File: src/rtl/btn_latch_pkg.sv
// Shared constants for the button set/reset latch bank: both-pressed
// resolution modes and the default debounce window.
package btn_latch_pkg;
    localparam int MODE_RESET_WINS   = 0;
    localparam int MODE_SET_WINS     = 1;
    localparam int MODE_HOLD         = 2;
    localparam int DB_CYCLES_DEFAULT = 270000;
endpackage

File: src/rtl/btn_debounce.sv
// Two-flop synchroniser followed by a counter-based debouncer for one
// raw active-low button; pressed is the inverted debounced level.
module btn_debounce
    import btn_latch_pkg::*;
#(
    parameter int DB_CYCLES = DB_CYCLES_DEFAULT
) (
    input  logic clk,
    input  logic rst,
    input  logic btn_n,
    output logic pressed
);
    localparam int CW = $clog2(DB_CYCLES + 1);
    localparam logic [CW-1:0] CNT_LAST = CW'(DB_CYCLES - 1);
    localparam logic [CW-1:0] CNT_ONE  = CW'(1);

    logic          sync1_q;
    logic          sync2_q;
    logic          db_q;
    logic          db_d;
    logic [CW-1:0] cnt_q;
    logic [CW-1:0] cnt_d;

    // Debounce next state: count consecutive mismatch cycles, accept the new level at the last one.
    always_comb begin
        db_d  = db_q;
        cnt_d = '0;
        if (sync2_q != db_q) begin
            if (cnt_q == CNT_LAST) begin
                db_d  = sync2_q;
                cnt_d = '0;
            end else begin
                cnt_d = cnt_q + CNT_ONE;
            end
        end else begin
            cnt_d = '0;
        end
    end

    // Synchroniser, counter and debounced level registers.
    always_ff @(posedge clk) begin
        if (rst) begin
            sync1_q <= 1'b1;
            sync2_q <= 1'b1;
            db_q    <= 1'b1;
            cnt_q   <= '0;
        end else begin
            sync1_q <= btn_n;
            sync2_q <= sync1_q;
            db_q    <= db_d;
            cnt_q   <= cnt_d;
        end
    end

    assign pressed = ~db_q;
endmodule

File: src/rtl/btn_latch_bank.sv
// Bank of independent debounced set/reset latches with complement and
// one-cycle change-pulse outputs.
module btn_latch_bank
    import btn_latch_pkg::*;
#(
    parameter int N_CH      = 2,
    parameter int DB_CYCLES = DB_CYCLES_DEFAULT,
    parameter int BOTH_MODE = MODE_RESET_WINS
) (
    input  logic            clk,
    input  logic            rst,
    input  logic [N_CH-1:0] btn_set_n,
    input  logic [N_CH-1:0] btn_rst_n,
    output logic [N_CH-1:0] q,
    output logic [N_CH-1:0] q_n,
    output logic [N_CH-1:0] changed
);
    logic [N_CH-1:0] set_pr_s;
    logic [N_CH-1:0] rst_pr_s;
    logic [N_CH-1:0] q_q;
    logic [N_CH-1:0] q_d;
    logic [N_CH-1:0] q_n_q;
    logic [N_CH-1:0] changed_q;

    for (genvar g = 0; g < N_CH; g++) begin : g_ch
        btn_debounce #(.DB_CYCLES(DB_CYCLES)) u_set_db (
            .clk    (clk),
            .rst    (rst),
            .btn_n  (btn_set_n[g]),
            .pressed(set_pr_s[g])
        );
        btn_debounce #(.DB_CYCLES(DB_CYCLES)) u_rst_db (
            .clk    (clk),
            .rst    (rst),
            .btn_n  (btn_rst_n[g]),
            .pressed(rst_pr_s[g])
        );
    end

    // Latch next state per channel; unknown modes fall back to reset-wins.
    always_comb begin
        q_d = q_q;
        for (int i = 0; i < N_CH; i++) begin
            if (set_pr_s[i] && rst_pr_s[i]) begin
                case (BOTH_MODE)
                    MODE_SET_WINS: q_d[i] = 1'b1;
                    MODE_HOLD:     q_d[i] = q_q[i];
                    default:       q_d[i] = 1'b0;
                endcase
            end else if (set_pr_s[i]) begin
                q_d[i] = 1'b1;
            end else if (rst_pr_s[i]) begin
                q_d[i] = 1'b0;
            end else begin
                q_d[i] = q_q[i];
            end
        end
    end

    // Latch state, its complement and the change pulse all register on the same edge.
    always_ff @(posedge clk) begin
        if (rst) begin
            q_q       <= '0;
            q_n_q     <= '1;
            changed_q <= '0;
        end else begin
            q_q       <= q_d;
            q_n_q     <= ~q_d;
            changed_q <= q_d ^ q_q;
        end
    end

    assign q       = q_q;
    assign q_n     = q_n_q;
    assign changed = changed_q;
endmodule

File: config.mk
export PLATFORM = sky130hd
export DESIGN_NAME = btn_latch_bank
export DESIGN_NICKNAME = d
export VERILOG_FILES = /design/src/rtl/btn_latch_pkg.sv /design/src/rtl/btn_debounce.sv /design/src/rtl/btn_latch_bank.sv
export SDC_FILE = /design/constraint.sdc
export NUM_CORES = 1
export LEC_CHECK = 0
export CAP_MARGIN = 15
export CORE_UTILIZATION = 43
export DETAILED_ROUTE_END_ITERATION = 6
export GPL_TIMING_DRIVEN = 0
export PLACE_DENSITY = 0.71
export SKIP_LAST_GASP = 1
export SYNTH_ARGS = -nofsm -noshare
export SYNTH_HDL_FRONTEND = slang
export SYNTH_SLANG_ARGS = --single-unit
File: constraint.sdc
create_clock -name clk -period 2.31 [get_ports clk]
set_input_delay 0.231 -clock clk [delete_from_list [all_inputs] [get_ports clk]]
set_output_delay 0.231 -clock clk [all_outputs]
set_load 0.1 [all_outputs]
Yosys cells after proc, flatten, opt, wreduce, memory -nomap -nowiden
Index checks and enable logic that the tools add are counted.
Storage, ports and cells
  register bits: 94
  bits of input ports: 6
  output and inout port bits: 6
  word-level logic and storage cells: 57
Operators by class
  add/subtract/negate cells: 4
  equal/unequal tests: 8
  muxes and demuxes: 6
  bitwise operators: 10
  reductions and logical operators: 10
Operator list (number)
  adder 19 x 1 -> 19 bit, second input constant: 4
  equality test 19 bit, second input constant: 4
  OR reduction 3 bit: 4
  inverter 1 bit: 8
  AND reduction 2 bit: 4
  2-to-1 mux 1 bit: 6
  != test 1 bit: 4
  logical AND 1 bit: 2
  inverter 2 bit: 1
  bitwise XOR 2 bit: 1

Depth between registers and ports, before layout
  depth after elaboration: 4
  gate-level depth with buffers: 7

Hierarchy
From an unflattened synthesis, not the netlist that was laid out.
Unflattened totals
  cell total of the unflattened synthesis: 446
  area, all modules: 4116.4 um2
Modules (own cells, without submodules)
  btn_debounce: instances 4, cells each 107, area an instance 982.2 um2, seq. area each 440.4 um2
  btn_latch_bank: instances 1, cells each 18, area an instance 187.7 um2, seq. area each 120.1 um2

Worst setup path after synthesis
No wires, ideal clock.
  path kind: register to register
  start: register g_ch[0].u_set_db.cnt_q[0]
  end: register g_ch[0].u_set_db.cnt_q[16]
  setup time: 0.115 ns
  arrival: 1.580 ns
  required time: 2.195 ns
  setup slack: 0.616 ns
  cell stages (with the launch flop): 7
  clock period less this slack: 1.694 ns
  cell sequence: dfxtp_1 -> ha_1 -> nand3_2 -> or3_4 -> o211ai_4 -> buf_6 -> nor2_1
Between the ends
  longest elaborated chain between the ends: 2
  elaborated cells between the ends (all ways): 3
  those cells by class: 1 x add/sub; 1 x eq/ne; 1 x reduce/logical
Ends and longest elaborated chain
  start: declaration: line btn_debounce.sv:21  | logic [CW-1:0] cnt_q;
  start signal: assignment: line btn_debounce.sv:51  | cnt_q <= cnt_d;
  parallel branches: the longest is 2 deep, another holds adder 19 x 1 -> 19 bit
Several ways; the timed one is not identified.
A chain may end at the register's enable or synchronous reset.

Worst setup path after layout
  start: register q_q[1], in the netlist q[1]
  end: output q[1]
RTL lines
  start: declaration: line btn_latch_bank.sv:20  | logic [N_CH-1:0] q_q;
  start signal: assignment: line btn_latch_bank.sv:67  | q_q <= q_d;
  end: declaration: line btn_latch_bank.sv:14  | output logic [N_CH-1:0] q,
No word-level cell between the ends.

==> results.toml <==
[detailed_routing]
finalWirelength_mm = 7.21
dr.pass1.iters = 4
post_drt_via_cell_ratio = 5.31
initialDrtViolationCount = 103
drt-wirelength-per-cell_um = 12.5
drc = 0
drt.antenna.violating_nets = 0
vias = 3063

[sta]
finalSetupViolCount = 0
slew-limit-headroom_pct = 35.2
slew_viol_final = 0
setup_repair_after_global_routing_missed_its_margin = "false"
final_hold_viol_count = 0
finalCritPeriodShare_pct = 92.9
final_worst_clock_skew_ns = 0.0105
fmax_mhz = 466
totalNegativeSetupSlack_ns = 0
worst-slew-pin-transition_ns = 0.969
post-route-min-period_ns = 2.15

[cts]
worstSkewPairLatency_ns = 0.36
tritoncts = "built"
cts_htree_levels = 3
cts_repair_resize_count = 0
cts-hold-fix-buffers = 0
root_buffer = "clkbuf_8"
cts_buffers = 9
post-cts-setup-buffers = 0
cts_buffer_depth = 2
clkTransAtPathRegs_ns = 0.08
clock_sink_count = 94

[yosys]
synthesis.area_um2 = 4040
synth.avg_cell_area_um2 = 9.09
synthesis.yosys.warnings = 0
seq_area_frac_synth_pct = 46.6
ys_top_cells_by_area = "dfxtp_1 47%, xor2_1 7.8%, nor2_1 6.9%"
synth.ff_latch_count = 94
post_synth_inst_count = 444
async_flop_share_pct = 0
yosysTopAreaCell = "dfxtp_1"
ys_types = 47
synth_edf_count = 0
syn_nets = 454
yosysTopAreaCellShare_pct = 46.6
synth-main-ff-cell = "dfxtp_1"

[critical_path]
timing.critical_path.slowest_stage_cell = "clkdlybuf4s50_1"
worst_setup_path_start_kind = "flip-flop"
critical_path_cell_count = 1
endpoint_kind = "primary output"
critical_path_buf_inv_count = 1
worstPathCellList = "clkdlybuf4s50_1"
reg2regPathDepth = 7
path_delay_family = "buffers and inverters"
worstPathRequired_ns = 2.08
worst_r2r_endpoint = "g_ch[1].u_set_db.cnt_q[4]"
timing.reg2reg.setup_slack_ns = 0.34
criticalPathCategory = "reg -> out"
critical_path_arrival_ns = 1.91
slowest_delay_ns = 1.16
worstPathMaxFanout = 4
timing.rr.start = "g_ch[1].u_set_db.cnt_q[0]"

[pwr]
p_leak_nw = 1.45
cellPowerDensity_nw_per_um2 = 603
vdd.ir_drop.worst_mv = 0.376

[global_route]
grt_antenna_before_repair = 0
grt-ovfl-total = 0
grt_pass1_vias = 2932
grt_pass1_wl_mm = 13.0
grt_max_degree = 14
globalRouteTotalUtil_pct = 16.4

[cells_and_area]
mostFrequentLayoutCells = "94 x dfxtp_1, 74 x nor2_1, 36 x xor2_1, 28 x nand3_1, 27 x nand4_1"
design.final.nets = 476
mostFrequentLayoutCell = "dfxtp_1"
area_growth_pct = 10.3
n_antenna_cell = 0
layout.cell_area.non_filler_um2 = 4450
ratio_of_cells_with_drive_above_1_in_the_final_layout_pct = 9.17

[place]
routabilityCongestion = 0.832
dp.final_hpwl_mm = 5.11
numPortBuffers = 11
post_dp_cell_area_um2 = 4280

[floorplanning]
total_i_o_pin_count = 12
die_h_um = 98.9
chipWidth_um = 98.9
coreArea_um2 = 8890
row_count = 34
floorplan.initialDensity_pct = 45.4
die-area_um2 = 9780

[hold_path]
holdCritStartpoint = "g_ch[1].u_rst_db.sync1_q"
hold_path.class = "reg -> reg"
holdPathStages = 1
hold-path-endpoint = "g_ch[1].u_rst_db.sync2_q"

[run]
drv.max_cap_violation_count = 0

[outcome]
outcome = "finished clean"
==> Yosys cell counts, types with 2 or more instances <==
cell,n
a21o_1,2
a21oi_1,12
a31o_2,2
and2_1,3
and3_1,8
and4_1,11
and4_2,2
buf_2,6
buf_4,3
buf_6,2
dfxtp_1,94
ha_1,4
inv_1,11
nand2_1,20
nand2b_1,4
nand3_1,28
nand4_1,27
nor2_1,74
nor3_1,9
nor4_1,13
nor4b_1,2
nor4bb_1,2
o211ai_1,2
o21ai_0,10
or2_2,8
or3_1,5
or3_2,2
xnor2_1,24
xor2_1,36
==> through the flow <==
| stage | utilization (%) | hold WS [ns] | instances | setup WS, ns | total power [W] |
|---|---|---|---|---|---|
| global route | 50.1 | 0.428 | 577 | 0.112 | 0.00279 |
| global placement | 48.2 | 0.392 | 563 | 0.303 | 0.00171 |
| CTS | 50.1 | 0.413 | 577 | 0.139 | 0.00272 |
| finish | 50.1 | 0.411 | 577 | 0.165 | 0.00268 |
| detailed placement | 48.2 | 0.393 | 563 | 0.255 | 0.00171 |
| floorplan | - | 0.332 | 444 | 0.616 | 0.00169 |
==> cell type report <==
class,instances,area [um^2]
fill,820,4440
multi-input combinational,326,2030
sequential,94,1880
clock buffer,12,135
tap,108,135
timing repair buffer,11,110
buffer,12,78.8
inverter,12,45.0
clock inverter,2,35.0
==> worst max-delay path by stage <==
stage | startpoint | endpoint | slack (ns)
floorplan | g_ch[0].u_set_db.cnt_q[0] | g_ch[0].u_set_db.cnt_q[16] | 0.62
detailed placement | rst | g_ch[1].u_rst_db.cnt_q[10] | 0.26
global placement | rst | g_ch[1].u_rst_db.cnt_q[12] | 0.30
global route | q[1] | q[1] | 0.11
CTS | q[1] | q[1] | 0.14
finish | q[1] | q[1] | 0.16
==> cells by family (layout without fill, tap and decap cells) <==
group,count (synthesis),after routing,share of synthesized area [%]
AOI/OAI and AO/OA,36,36,5.89
muxes,1,1,0.248
buffers and inverters,24,49,3.07
and+or+nand+nor,225,225,29.9
DFF,94,94,46.6
adders and majority gates,4,4,1.24
xor gates and xnor gates,60,60,13.0
==> per-layer routing <==
| layer | wire, um | track usage, % |
|---|---|---|
| met5 | 0 | 0 |
| met4 | 160 | 8.84 |
| met3 | 178 | 2.62 |
| met2 | 3300 | 25.7 |
| met1 | 3580 | 21.7 |
==> where the power goes <==
part           internal [W]  total [W]  switching [W]
clock              0.000489    0.00101       0.000523
sequential          0.00163    0.00163     0.00000450
combinational     0.0000187  0.0000410      0.0000223
total               0.00213    0.00268       0.000550
==> flip-flops by register name (all words and copies together) (netlist names) <==
| register | flops |
|---|---|
| g_ch.u_rst_db.cnt_q | 38 |
| g_ch.u_set_db.cnt_q | 38 |
| changed | 2 |
| g_ch.u_rst_db.db_q | 2 |
| g_ch.u_rst_db.sync1_q | 2 |
| g_ch.u_rst_db.sync2_q | 2 |
| g_ch.u_set_db.db_q | 2 |
| g_ch.u_set_db.sync1_q | 2 |
| g_ch.u_set_db.sync2_q | 2 |
| q | 2 |
| q_n | 2 |
Note: power is estimated with default switching activity, not from simulation.
